===== src/rtl/cs_ovr_pkg.sv =====
// cs_ovr_pkg: control-store field layout, override constant and head FSM states for cs_overwrite_q.
package cs_ovr_pkg;
  localparam int ISDBL_LSB = 0;
  localparam int SIZE_LSB  = 1;
  localparam int SIZE_W    = 2;
  localparam int IMMSZ_LSB = 3;
  localparam int ISMOD_LSB = 5;
  localparam int OPMOD_LSB = 6;
  localparam int S3MOD_LSB = 8;
  localparam int R1MOD_LSB = 9;
  localparam int M1RW_LSB  = 10;
  localparam int M2RW_LSB  = 12;
  localparam int RW_W      = 2;
  localparam int R1_LSB    = 14;
  localparam int R2_LSB    = 17;
  localparam int S1_LSB    = 20;
  localparam int S3_LSB    = 23;
  localparam int REG_W     = 3;
  localparam int DEST1_LSB = 26;
  localparam int OP1_LSB   = 39;
  localparam int DEST2_LSB = 52;
  localparam int OP2_LSB   = 65;
  localparam logic [12:0] MUX_OVR = 13'h0002;
  typedef enum logic [1:0] {ST_EMPTY, ST_ISSUE, ST_REPLAY} hq_state_e;
endpackage


===== src/rtl/cs_ovr_apply.sv =====
// cs_ovr_apply: combinational ModRM / operand-size / segment overrides on a raw control-store word.
module cs_ovr_apply
  import cs_ovr_pkg::*;
#(
  parameter int CS_W  = 227,
  parameter int SEG_N = 6,
  parameter int MUX_W = 13
) (
  input  logic [CS_W-1:0]  cs_in,
  input  logic [7:0]       b2,
  input  logic [7:0]       b3,
  input  logic             is_size,
  input  logic             is_seg,
  input  logic [SEG_N-1:0] seg_sel,
  output logic [CS_W-1:0]  cs_out,
  output logic             any_ovr
);
  logic [7:0] w_m;
  logic w_mod11, w_is_mod, w_sz, w_op0, w_op1, w_s3, w_r1, w_d1, w_d2, w_seg;
  logic [REG_W-1:0] w_seg_idx;
  assign w_m      = cs_in[ISDBL_LSB] ? b3 : b2;
  assign w_mod11  = &w_m[7:6];
  assign w_is_mod = cs_in[ISMOD_LSB];
  assign w_sz     = is_size & (cs_in[SIZE_LSB +: SIZE_W] == 2'b10);
  assign w_op0    = w_is_mod & w_mod11 & cs_in[OPMOD_LSB];
  assign w_op1    = w_is_mod & w_mod11 & cs_in[OPMOD_LSB+1];
  assign w_s3     = w_is_mod & w_mod11 & cs_in[S3MOD_LSB];
  assign w_r1     = w_is_mod & w_mod11 & cs_in[R1MOD_LSB];
  assign w_d1     = cs_in[DEST1_LSB+8] & cs_in[OPMOD_LSB] & w_mod11;
  assign w_d2     = cs_in[DEST2_LSB+8] & cs_in[OPMOD_LSB+1] & w_mod11;
  assign w_seg    = w_is_mod & is_seg;
  assign any_ovr  = |{w_sz, w_op0, w_op1, w_s3, w_r1, w_d1, w_d2, w_seg};
  // seg_sel is one-hot; the highest set bit wins if it is not
  always_comb begin
    w_seg_idx = '0;
    for (int i = 0; i < SEG_N; i++)
      if (seg_sel[i]) w_seg_idx = REG_W'(i);
  end
  always_comb begin
    cs_out = cs_in;
    if (w_sz) begin
      cs_out[SIZE_LSB +: SIZE_W]  = 2'b01;
      cs_out[IMMSZ_LSB +: SIZE_W] = 2'b01;
    end
    if (w_op0) begin
      cs_out[M1RW_LSB +: RW_W] = 2'b00;
      cs_out[R2_LSB +: REG_W]  = w_m[2:0];
    end
    if (w_op1) cs_out[M2RW_LSB +: RW_W] = 2'b00;
    if (w_s3) cs_out[S3_LSB +: REG_W] = w_m[5:3];
    if (w_r1) cs_out[R1_LSB +: REG_W] = w_m[5:3];
    if (w_d1) begin
      cs_out[DEST1_LSB +: MUX_W] = MUX_W'(MUX_OVR);
      cs_out[OP1_LSB +: MUX_W]   = MUX_W'(MUX_OVR);
    end
    if (w_d2) begin
      cs_out[DEST2_LSB +: MUX_W] = MUX_W'(MUX_OVR);
      cs_out[OP2_LSB +: MUX_W]   = MUX_W'(MUX_OVR);
    end
    if (w_seg) cs_out[S1_LSB +: REG_W] = w_seg_idx;
  end
endmodule


===== src/rtl/cs_overwrite_q.sv =====
// cs_overwrite_q: overridden control words queued toward register-read, with REP replay at the head.
// Optional override counter port ovr_cnt under CS_OVERWRITE_Q_PERF_EN.
module cs_overwrite_q
  import cs_ovr_pkg::*;
#(
  parameter int CS_W   = 227,
  parameter int DEPTH  = 4,
  parameter int SEG_N  = 6,
  parameter int MUX_W  = 13,
  parameter int REPC_W = 8
) (
  input  logic              clk,
  input  logic              clr,
  input  logic              flush,
  input  logic              in_valid,
  output logic              in_ready,
  input  logic [CS_W-1:0]   cs_in,
  input  logic [7:0]        b2,
  input  logic [7:0]        b3,
  input  logic              is_rep,
  input  logic              is_size,
  input  logic              is_seg,
  input  logic [SEG_N-1:0]  seg_sel,
  output logic              out_valid,
  input  logic              out_ready,
  output logic [CS_W-1:0]   cs_out,
  input  logic              rep_done,
  output logic [REPC_W-1:0] rep_iter
`ifdef CS_OVERWRITE_Q_PERF_EN
  ,
  output logic [15:0]       ovr_cnt
`endif
);
  localparam int PW = $clog2(DEPTH);
  localparam int CW = PW + 1;
  logic [CS_W-1:0] r_mem [DEPTH];
  logic [DEPTH-1:0] r_rep;
  logic [PW-1:0] r_wp, r_rp;
  logic [CW-1:0] r_cnt, w_cnt_nxt;
  logic r_full;
  hq_state_e r_state, w_state_nxt;
  logic [REPC_W-1:0] r_rep_iter, w_rep_iter_nxt;
  logic [CS_W-1:0] w_word;
  logic w_any_ovr, w_push, w_hs, w_head_rep, w_pop;
  cs_ovr_apply #(.CS_W(CS_W), .SEG_N(SEG_N), .MUX_W(MUX_W)) u_apply (
    .cs_in(cs_in), .b2(b2), .b3(b3), .is_size(is_size), .is_seg(is_seg),
    .seg_sel(seg_sel), .cs_out(w_word), .any_ovr(w_any_ovr)
  );
  assign in_ready   = !r_full;
  assign out_valid  = r_state != ST_EMPTY;
  assign cs_out     = out_valid ? r_mem[r_rp] : '0;
  assign rep_iter   = r_rep_iter;
  assign w_push     = in_valid & !r_full & !flush;
  assign w_hs       = out_valid & out_ready;
  assign w_head_rep = r_rep[r_rp];
  // a REP head leaves the queue only when execute reports completion
  assign w_pop      = w_hs & (!w_head_rep | rep_done);
  assign w_cnt_nxt  = r_cnt + CW'(w_push) - CW'(w_pop);
  always_comb begin
    w_state_nxt    = r_state;
    w_rep_iter_nxt = r_rep_iter;
    case (r_state)
      ST_EMPTY: w_state_nxt = (w_cnt_nxt != '0) ? ST_ISSUE : ST_EMPTY;
      ST_ISSUE:
        if (w_hs & w_head_rep & !rep_done) begin
          w_state_nxt    = ST_REPLAY;
          w_rep_iter_nxt = REPC_W'(1);
        end else w_state_nxt = (w_cnt_nxt != '0) ? ST_ISSUE : ST_EMPTY;
      ST_REPLAY:
        if (w_pop) begin
          w_state_nxt    = (w_cnt_nxt != '0) ? ST_ISSUE : ST_EMPTY;
          w_rep_iter_nxt = '0;
        end else if (w_hs) w_rep_iter_nxt = (&r_rep_iter) ? r_rep_iter : r_rep_iter + REPC_W'(1);
      default: w_state_nxt = ST_EMPTY;
    endcase
  end
  always_ff @(posedge clk or negedge clr) begin
    if (!clr) begin
      r_wp       <= '0;
      r_rp       <= '0;
      r_cnt      <= '0;
      r_full     <= 1'b0;
      r_state    <= ST_EMPTY;
      r_rep_iter <= '0;
    end else if (flush) begin
      r_wp       <= '0;
      r_rp       <= '0;
      r_cnt      <= '0;
      r_full     <= 1'b0;
      r_state    <= ST_EMPTY;
      r_rep_iter <= '0;
    end else begin
      if (w_push) r_wp <= r_wp + PW'(1);
      if (w_pop) r_rp <= r_rp + PW'(1);
      r_cnt      <= w_cnt_nxt;
      r_full     <= w_cnt_nxt == CW'(DEPTH);
      r_state    <= w_state_nxt;
      r_rep_iter <= w_rep_iter_nxt;
    end
  end
  always_ff @(posedge clk) begin
    if (w_push) begin
      r_mem[r_wp] <= w_word;
      r_rep[r_wp] <= is_rep;
    end
  end
`ifdef CS_OVERWRITE_Q_PERF_EN
  logic [15:0] r_ovr_cnt;
  always_ff @(posedge clk or negedge clr) begin
    if (!clr) r_ovr_cnt <= '0;
    else if (w_push & w_any_ovr) r_ovr_cnt <= r_ovr_cnt + 16'd1;
  end
  assign ovr_cnt = r_ovr_cnt;
`else
  logic w_unused;
  assign w_unused = w_any_ovr;
`endif
endmodule


===== config.mk =====
export PLATFORM = sky130hd
export DESIGN_NAME = cs_overwrite_q
export DESIGN_NICKNAME = d
export VERILOG_FILES = /design/src/rtl/cs_ovr_pkg.sv /design/src/rtl/cs_ovr_apply.sv /design/src/rtl/cs_overwrite_q.sv
export SDC_FILE = /design/constraint.sdc
export NUM_CORES = 1
export LEC_CHECK = 0
export BUFFER_PORTS_ARGS = -buffer_cell sky130_fd_sc_hd__buf_2
export CELL_PAD_IN_SITES_DETAIL_PLACEMENT = 1
export CELL_PAD_IN_SITES_GLOBAL_PLACEMENT = 2
export CORE_UTILIZATION = 49
export CTS_BUF_LIST = sky130_fd_sc_hd__clkbuf_8
export DETAILED_ROUTE_END_ITERATION = 7
export MAX_ROUTING_LAYER = met4
export PLACE_DENSITY = 0.95
export SLEW_MARGIN = 20
export SYNTH_ARGS = -nofsm -noshare
export SYNTH_HDL_FRONTEND = slang
export SYNTH_HIERARCHICAL = 1
export SYNTH_SLANG_ARGS = --single-unit

===== constraint.sdc =====
create_clock -name clk -period 20.1 [get_ports clk]
set_clock_uncertainty 0.2 [all_clocks]
set_input_delay 1.005 -clock clk [delete_from_list [all_inputs] [get_ports clk]]
set_output_delay 1.005 -clock clk [all_outputs]
set_load 0.01 [all_outputs]

; ---- Word-level counts from Yosys, hierarchy flattened
; Memories as Yosys holds them, arrays and structs flattened.
; Cells that the tools add are included.
; W data, S select, Z words.
[classes]
n_div = 0
n_eq_ne = 8
reduce_logical = 14
n_mul = 0
add_sub_neg = 5
n_mux = 40
magnitude_cmp = 3
bitwise = 18
shifts = 0
[ops]
columns = operator, n
row1 = $mux W227, 1
row2 = $mux W26, 2
row3 = $mux W8, 6
row4 = $mux W2, 11
row5 = $mux W3, 7
row6 = $and A1 B1 Y1, 17
row7 = $pmux W8 S2, 1
row8 = $add A8 B1 Y8 const B, 1
row9 = $ne A4 B4 Y1 const B, 2
row10 = $reduce_and A8 Y1, 1
row11 = $mux W1, 7
row12 = $lt A2 B3 Y1 const B, 2
row13 = $ne A3 B3 Y1 const B, 2
row14 = $pmux W2 S3, 1
row15 = $reduce_bool A2 Y1, 3
row16 = $reduce_bool A3 Y1, 2
row17 = $add A2 B1 Y2 const B, 2
row18 = $bwmux W4, 1
row19 = $eq A2 B2 Y1 const B, 2
row20 = $logic_not A1 Y1, 4
row21 = $mux W4, 1
row22 = $reduce_and A4 Y1, 1
row23 = $add A3 B1 Y3, 1
row24 = $eq A3 B3 Y1 const B, 1
row25 = 9 further kinds, 9
[word_totals]
inputBits = 258
mem_count = 1
ff_bits = 22
latchBits = 0
ramBits = 908
output_inout_bits = 237
word_cells = 96
romBits = 0
[mem_list]
columns = memory, depth, width, rd, rd_ports_with_merged_regs, write_ports, line_no
row1 = r_mem, 4, 227, 1, 0, 1, cs_overwrite_q.sv:36  ; logic [CS_W-1:0] r_mem [DEPTH];

; ---- Longest topological paths before layout
; Gate-level depths: netlist (run 1).
[logic_depth]
ltp_word = 11
mapped_depth = 13

; ---- Cells and area by module
; Netlist (run 1), hierarchy kept.
[by_module_without_submodules]
columns = mod, area_per_inst_um2, cells_per_inst, n_inst
row1 = cs_overwrite_q, 35405.2, 1568, 1
row2 = cs_ovr_apply, 1928.1, 268, 1

; ---- Worst setup path before layout (run 1)
; OpenSTA, ideal clock, no wires.
[synth_timing]
kind = input-to-reg
startpoint = in in_valid
endpoint = mem r_mem[0][0], enable pin
stages = 3
path_buffers = 0
setup_slack_ps = 12571
t_arrival_ps = 6712
required_ps = 19283
setup_ps = 617
cell_sequence = nor2b_1 nor2b_1 and2_1
[synth_between]
elab_chain_len = 4
[synth_lines]
columns = item, line_no
row1 = start: declaration, cs_overwrite_q.sv:15  ; input logic in_valid,
row2 = $and A1 B1 Y1 (2 in a row), cs_overwrite_q.sv:53  ; assign w_push = in_valid & !r_full & !flush;
row3 = $mux W1, cs_overwrite_q.sv:102  ; if (w_push) begin
row4 = $mux W1 (implied by the code), cs_overwrite_q.sv:103  ; r_mem[r_wp] <= w_word;
row5 = end: declaration, cs_overwrite_q.sv:36
; No other way between the ends.

; ---- Worst setup path after layout (run 1)
[layout_timing]
startpoint = reg r_rp[0]
endpoint = out cs_out[82]
[layout_between]
elab_chain_len = 2
[layout_lines]
columns = item, line_no
row1 = start: declaration, cs_overwrite_q.sv:38  ; logic [PW-1:0] r_wp, r_rp;
row2 = start signal: assignment, cs_overwrite_q.sv:94  ; if (w_pop) r_rp <= r_rp + PW'(1);
row3 = $mem_v2 Z4 W227, n/a
row4 = $mux W227, cs_overwrite_q.sv:51  ; assign cs_out = out_valid ? r_mem[r_rp] : '0;
row5 = end: declaration, cs_overwrite_q.sv:26  ; output logic [CS_W-1:0] cs_out,
; No other way between the ends.

==> results.tsv, run 1 <==
stage	metric	value	unit
sta	RSZ-0062 raised after global routing	no	
clocking	Num CTS Buffers	151	
final_layout	Total Nets Final	2527	
clocking	TritonCTS clock tree	built	
floorplanning	die area	77200	sq um
global_route	largest net degree at the start of global routing	99	
synth	Syn Nets	2099	
floorplanning	Die Y	278	um
floorplanning	Top Ports	495	
detailed_routing	DRC	0	
global_route	number of global-route vias before repair	20600	
global_route	initial antenna violation count	37	
floorplanning	Die W	278	um
setup_path	Buffers & Inverters on Critical Path	4	
sta	min Tclk post-route	5.65	ns
setup_path	crit end category	output port	
final_layout	Final Instance Area	42600	sq um
synth	mapped cell area	37300	sq um
place	Inst Count DP	3075	
pwr	LEAKAGE	14.9	nW
sta	Final Hold Viols	0	
setup_path	startpoint types	flop	
clocking	Clock Latency Late Sink	0.81	ns
setup_path	critical path, cell by cell	buf_16 > buf_4 > buf_4 > mux4_2 > and2_1 > buf_2	
place	hpwl dp	52.9	mm
sta	Slew @ Worst Pin	1.11	ns
pwr	VDD IR max	0.0000806	V
setup_path	Crit-path slowest cell	buf_4	
global_route	Total GRT Usage	22.9	%
clocking	CTS resizes	0	
sta	total negative slack	0	ns
global_route	gr busiest metal	met2	
run	max cap viols	0	
setup_path	R2R cell count	5	
global_route	gr ovfl total	0	
final_layout	final instance count without filler cells	3376	
clocking	CTS clk-pin slew, worst paths	0.06	ns
place	I/O Buffers	493	
hold_path	Hold Path End	r_rep[2]$_DFFE_PP_	
sta	Setup violations, final	0	
setup_path	Critical Path Max Stage Delay	0.82	ns
global_route	first-pass GRT wire length	128	mm
setup_path	FF-to-FF End	r_mem[1][110]$_DFFE_PP_	
setup_path	RR Startpoint	r_full$_DFF_PN0_	
floorplanning	area of the core	74800	sq um
sta	Max Freq	0.177	GHz
detailed_routing	First-pass DRT Iterations	5	
place	gpl congestion	0.787	
final_layout	# fillers	6697	
hold_path	hold path start	is_rep	
pwr	power per cell area	113	nW/um^2
setup_path	Worst path depth	6	
clocking	maximum root-to-sink buffer count	3	
sta	max_slew headroom	26.2	%
detailed_routing	Via-to-Cell Ratio	5.44	
setup_path	crit-path leading delay family	buffers and inverters	
final_layout	Area Growth Syn to Fin	14.1	%
synth	Synth Instances	1833	
outcome	status	complete, no violations	
synth	Ys Warns	6	
setup_path	reg2reg setup slack	15.94	ns
setup_path	crit path max fanout	45	
global_route	GR Util met1	26.1	%
sta	fin. max-slew vios	0	
sta	Final Hold Slack	0.206	ns
detailed_routing	DR iter-0 viols	1287	
detailed_routing	Antenna Nets Post-Route	0	
clocking	clk root buf	clkbuf_8	
setup_path	CP most frequent cell	buf_4	
setup_path	Crit Path Category	flop to output port	
clocking	# clock sinks	930	
hold_path	Min-Delay Path Depth	1	
floorplanning	row cnt	100	
synth	Post-Syn Area per Cell	20.4	sq um
setup_path	worst path arrival time	4.45	ns
detailed_routing	Vias	18400	
detailed_routing	wirelength, routed	85.3	mm
final_layout	layout cells sized above 1	40.2	%
setup_path	worst endpoint required time	18.90	ns
sta	period utilization	28.1	%
detailed_routing	routed len/inst	25.3	um
place	placed inst area	39700	sq um
hold_path	HP Class	input pin to flop	
floorplanning	Initial Util	49.9	%
global_route	GR Layer Usage met3	7.31	%
global_route	met2 Resource Use GR	37.0	%
clocking	htree depth	4	
state kept, by name, indices dropped and copies added (netlist names):
signal    flops
r_cnt         3
r_full        1
r_mem       908
r_rep         4
r_rp          2
r_state       2
r_wp          2
rep_iter      8
how the worst max path moves through the flow:
stage | from | end | slack [ns]
after floorplan | in_valid | r_mem[0][0]$_DFFE_PP_ | 12.57
after global placement | r_rp[0]$_DFFE_PN0P_ | cs_out[82] | 14.91
after detailed placement | r_rp[0]$_DFFE_PN0P_ | cs_out[83] | 14.90
after CTS | r_rp[0]$_DFFE_PN0P_ | cs_out[82] | 13.98
after global routing | r_rp[0]$_DFFE_PN0P_ | cs_out[83] | 14.03
final | r_rp[0]$_DFFE_PN0P_ | cs_out[82] | 14.45
worst register-to-register path, delay by kind of cell, from the launching register on:
family | cells | cell delay, ns
simple gates | 3 | 1.28
flops | 1 | 0.38
buf+inv | 2 | 1.84
area by class of cell:
class	instances	area (sq um)	share of cell area (%)
Tap cell	969	1210	2.85
Timing Repair Buffer	517	2720	6.38
Multi-Input combinational cell	651	7910	18.6
Antenna cell	35	87.6	0.206
Clock inverter	109	641	1.50
Inverter	10	37.5	0.0882
Clock buffer	155	2130	5.01
Sequential cell	930	27800	65.4
placed cells by master, fill, tap and decap left out, types with 5 or more instances in the layout:
cell type,instances
nand3_1,8
a21oi_1,7
inv_12,5
nand2_1,16
and3_1,7
and2_4,6
and2b_1,5
and2_1,230
o21ai_0,12
dfrtp_1,16
nor2_1,14
edfxtp_1,912
clkinv_1,30
buf_2,493
clkinv_2,5
diode_2,35
mux4_2,227
nor2b_1,48
mux2_2,11
a21boi_0,5
ha_1,7
clkbuf_8,155
buf_4,19
inv_1,67
through the flow:
stage / util (%) / setup slack (ns) / total power, W
2_1_floorplan: - / 12.57 / 0.00302
4_1_cts: 56.8 / 13.98 / 0.00489
3_5_place_dp: 53.0 / 14.90 / 0.00336
5_1_grt: 56.9 / 14.03 / 0.00502
3_3_place_gp: 53.0 / 14.91 / 0.00331
6_report: 56.9 / 14.45 / 0.00483
metal layers:
metal / vias up / part of all wire, %
li1: 7995 / -
met1: 9551 / 38
met2: 652 / 52
met3: 167 / 7.6
met4: 0 / 3.2
met5: - / 0
power by group:
group | switching [W] | internal, W
clock network | 0.000751 | 0.000765
registers | 0.0000455 | 0.00230
logic | 0.000546 | 0.000418
total | 0.00134 | 0.00348
repair_timing:
item                                   in CTS  in global routing
hold buffers                                1                  0
buffers inserted                            0                  0
endpoints found under the hold margin      18                  0
Note: power is estimated with default switching activity, not from simulation.
==> run 2: changes to the inputs <==
Settings changed: CORE_UTILIZATION 49 to 41, PLACE_DENSITY 0.95 to 0.88.
Clock period 20.1 ns to 5 ns, I/O delays scaled along.
==> results.tsv, run 2 (synthesized netlist as in run 1, its figures left out) <==
stage	metric	value	unit	change
outcome	status	complete, no violations		
detailed_routing	Vias	20300		+10%
hold_path	HP Class	input pin to flop		
place	I/O Buffers	493		unchanged
sta	Setup violations, final	0		unchanged
pwr	LEAKAGE	16.7	nW	+12%
setup_path	Crit Path Category	flop to output port		
final_layout	fin util	52.4	%	-4.5 points
final_layout	commonest non-fill, non-tap cells in the layout	912 x edfxtp_1, 493 x buf_2, 415 x dlygate4sd3_1		
sta	period utilization	84.0	%	
floorplanning	Die Y	304	um	+9.3%
sta	total negative slack	0	ns	unchanged
global_route	first-pass GRT wire length	148	mm	+16%
sta	RSZ-0062 raised after global routing	no		
setup_path	Buffers & Inverters on Critical Path	3		-1
final_layout	Biggest register	r_mem		
final_layout	commonest non-fill, non-tap cell in the layout	edfxtp_1		
clocking	maximum root-to-sink buffer count	3		unchanged
clocking	Clock Latency Late Sink	0.81	ns	about the same
sta	Final Hold Viols	0		unchanged
clocking	htree depth	4		unchanged
setup_path	crit-path leading delay family	buffers and inverters		
final_layout	Largest register FFs	908		unchanged
detailed_routing	wirelength, routed	98.4	mm	+15%
run	max cap viols	0		unchanged
detailed_routing	First-pass DRT Iterations	5		unchanged
global_route	number of global-route vias before repair	23400		+13%
setup_path	Worst Setup SP	r_rp[0]$_DFFE_PN0P_		
place	gpl congestion	0.792		+0.65%
setup_path	critical path, cell by cell	buf_12 > buf_12 > mux4_2 > and2_1 > buf_2		
place	hpwl dp	51.7	mm	-2.2%
setup_path	crit end category	output port		
setup_path	FF-to-FF End	r_full$_DFF_PN0_		
floorplanning	area of the core	90000	sq um	+20%
detailed_routing	DRC	0		unchanged
clocking	TritonCTS clock tree	built		
final_layout	# fillers	8424		+26%
sta	Slew @ Worst Pin	1.13	ns	+0.0193 ns
setup_path	Worst path depth	5		-1
clocking	# clock sinks	930		unchanged
setup_path	R2R cell count	12		+7
global_route	initial antenna violation count	9		-76%
floorplanning	Initial Util	41.4	%	-8.4 points
setup_path	crit path max fanout	94		+110%
setup_path	CP most frequent cell	buf_12		
setup_path	Setup crit end	cs_out[149]		
setup_path	RR Startpoint	r_rp[1]$_DFFE_PN0P_		
sta	Max Freq	0.238	GHz	
sta	fin. max-slew vios	0		unchanged
sta	min Tclk post-route	4.20	ns	
sta	max_slew headroom	24.9	%	-1.3 points
setup_path	Crit-path slowest cell	mux4_2		
final_layout	Reg area	27800	sq um	unchanged
final_layout	multi-input logic area	7910	sq um	unchanged
clocking	CTS resizes	0		unchanged
floorplanning	Top Ports	495		unchanged
global_route	gr ovfl total	0		unchanged
clocking	clk root buf	clkbuf_8		
setup_path	worst path arrival time	3.75	ns	-0.70 ns
final_layout	Total Nets Final	2949		+17%
final_layout	layout cells sized above 1	34.6	%	-5.6 points
floorplanning	Die W	304	um	+9.3%
clocking	Num CTS Buffers	154		+2.0%
clocking	CTS clk-pin slew, worst paths	0.06	ns	about the same
setup_path	worst endpoint required time	4.55	ns	-14.35 ns
final_layout	Area Growth Syn to Fin	26.5	%	
pwr	power per cell area	426	nW/um^2	+280%
floorplanning	die area	92200	sq um	+19%
setup_path	Critical Path Max Stage Delay	0.61	ns	-0.21 ns
clocking	Hold Buf Count CTS	415		+414
detailed_routing	DR iter-0 viols	1184		-8.0%
floorplanning	row cnt	110		+10%
detailed_routing	Antenna Nets Post-Route	0		unchanged
setup_path	startpoint types	flop		
global_route	largest net degree at the start of global routing	231		+130%
pwr	VDD IR max	0.000328	V	+310%
clocking	setup bufs post-CTS	0		unchanged
setup_path	reg2reg setup slack	1.71	ns	-14.23 ns
global_route	Total GRT Usage	22.1	%	-0.77 points
detailed_routing	routed len/inst	24.7	um	-2.2%
detailed_routing	Via-to-Cell Ratio	5.09		-6.4%
[run 2: area by class of cell]
type / instances / share of cell area [%]
Antenna cell: 9 / 0.0477
Clock buffer: 157 / 4.58
Clock inverter: 112 / 1.47
Inverter: 10 / 0.0796
Multi-Input combinational cell: 651 / 16.8
Sequential cell: 930 / 59.0
Tap cell: 1176 / 3.12
Timing Repair Buffer: 936 / 14.9
[run 2: worst min path at each step]
stage / endpoint / cells past startpoint / startpoint
after floorplan: r_cnt[0]$_DFF_PN0_ / 0 / clr
after global placement: r_full$_DFF_PN0_ / 1 / clr
after detailed placement: rep_iter[4]$_DFFE_PN0P_ / 1 / clr
after CTS: r_mem[3][66]$_DFFE_PP_ / 3 / cs_in[66]
after global routing: r_mem[0][27]$_DFFE_PP_ / 3 / cs_in[27]
final: r_mem[3][92]$_DFFE_PP_ / 2 / cs_in[92]
[run 2: report_power, final]
group	total (W)	internal, W	switching [W]
registers	0.00941	0.00924	0.000169
clock network	0.00642	0.00329	0.00313
logic	0.00428	0.00192	0.00236
total	0.0201	0.0145	0.00566
[run 2: metal layers]
| layer | track usage [%] | routed length [um] |
|---|---|---|
| met1 | 23.7 | 36300 |
| met2 | 38.6 | 52500 |
| met3 | 5.94 | 5930 |
| met4 | 9.34 | 3600 |
| met5 | - | 0 |
[run 2: per-stage QoR]
step | cells | worst slack [ns] | total power, W | cell area [sq um] | hold WS (ns)
global placement | 3287 | 1.65 | 0.0134 | 40100 | 0.0219
global route | 3981 | 0.496 | 0.0209 | 47200 | 0.0812
detailed placement | 3287 | 1.61 | 0.0135 | 40100 | 0.0386
CTS | 3971 | 0.661 | 0.0201 | 47100 | 0.00427
floorplan | 1833 | 0.697 | 0.0120 | 37300 | -0.246
finish | 3981 | 0.802 | 0.0201 | 47200 | 0.0935
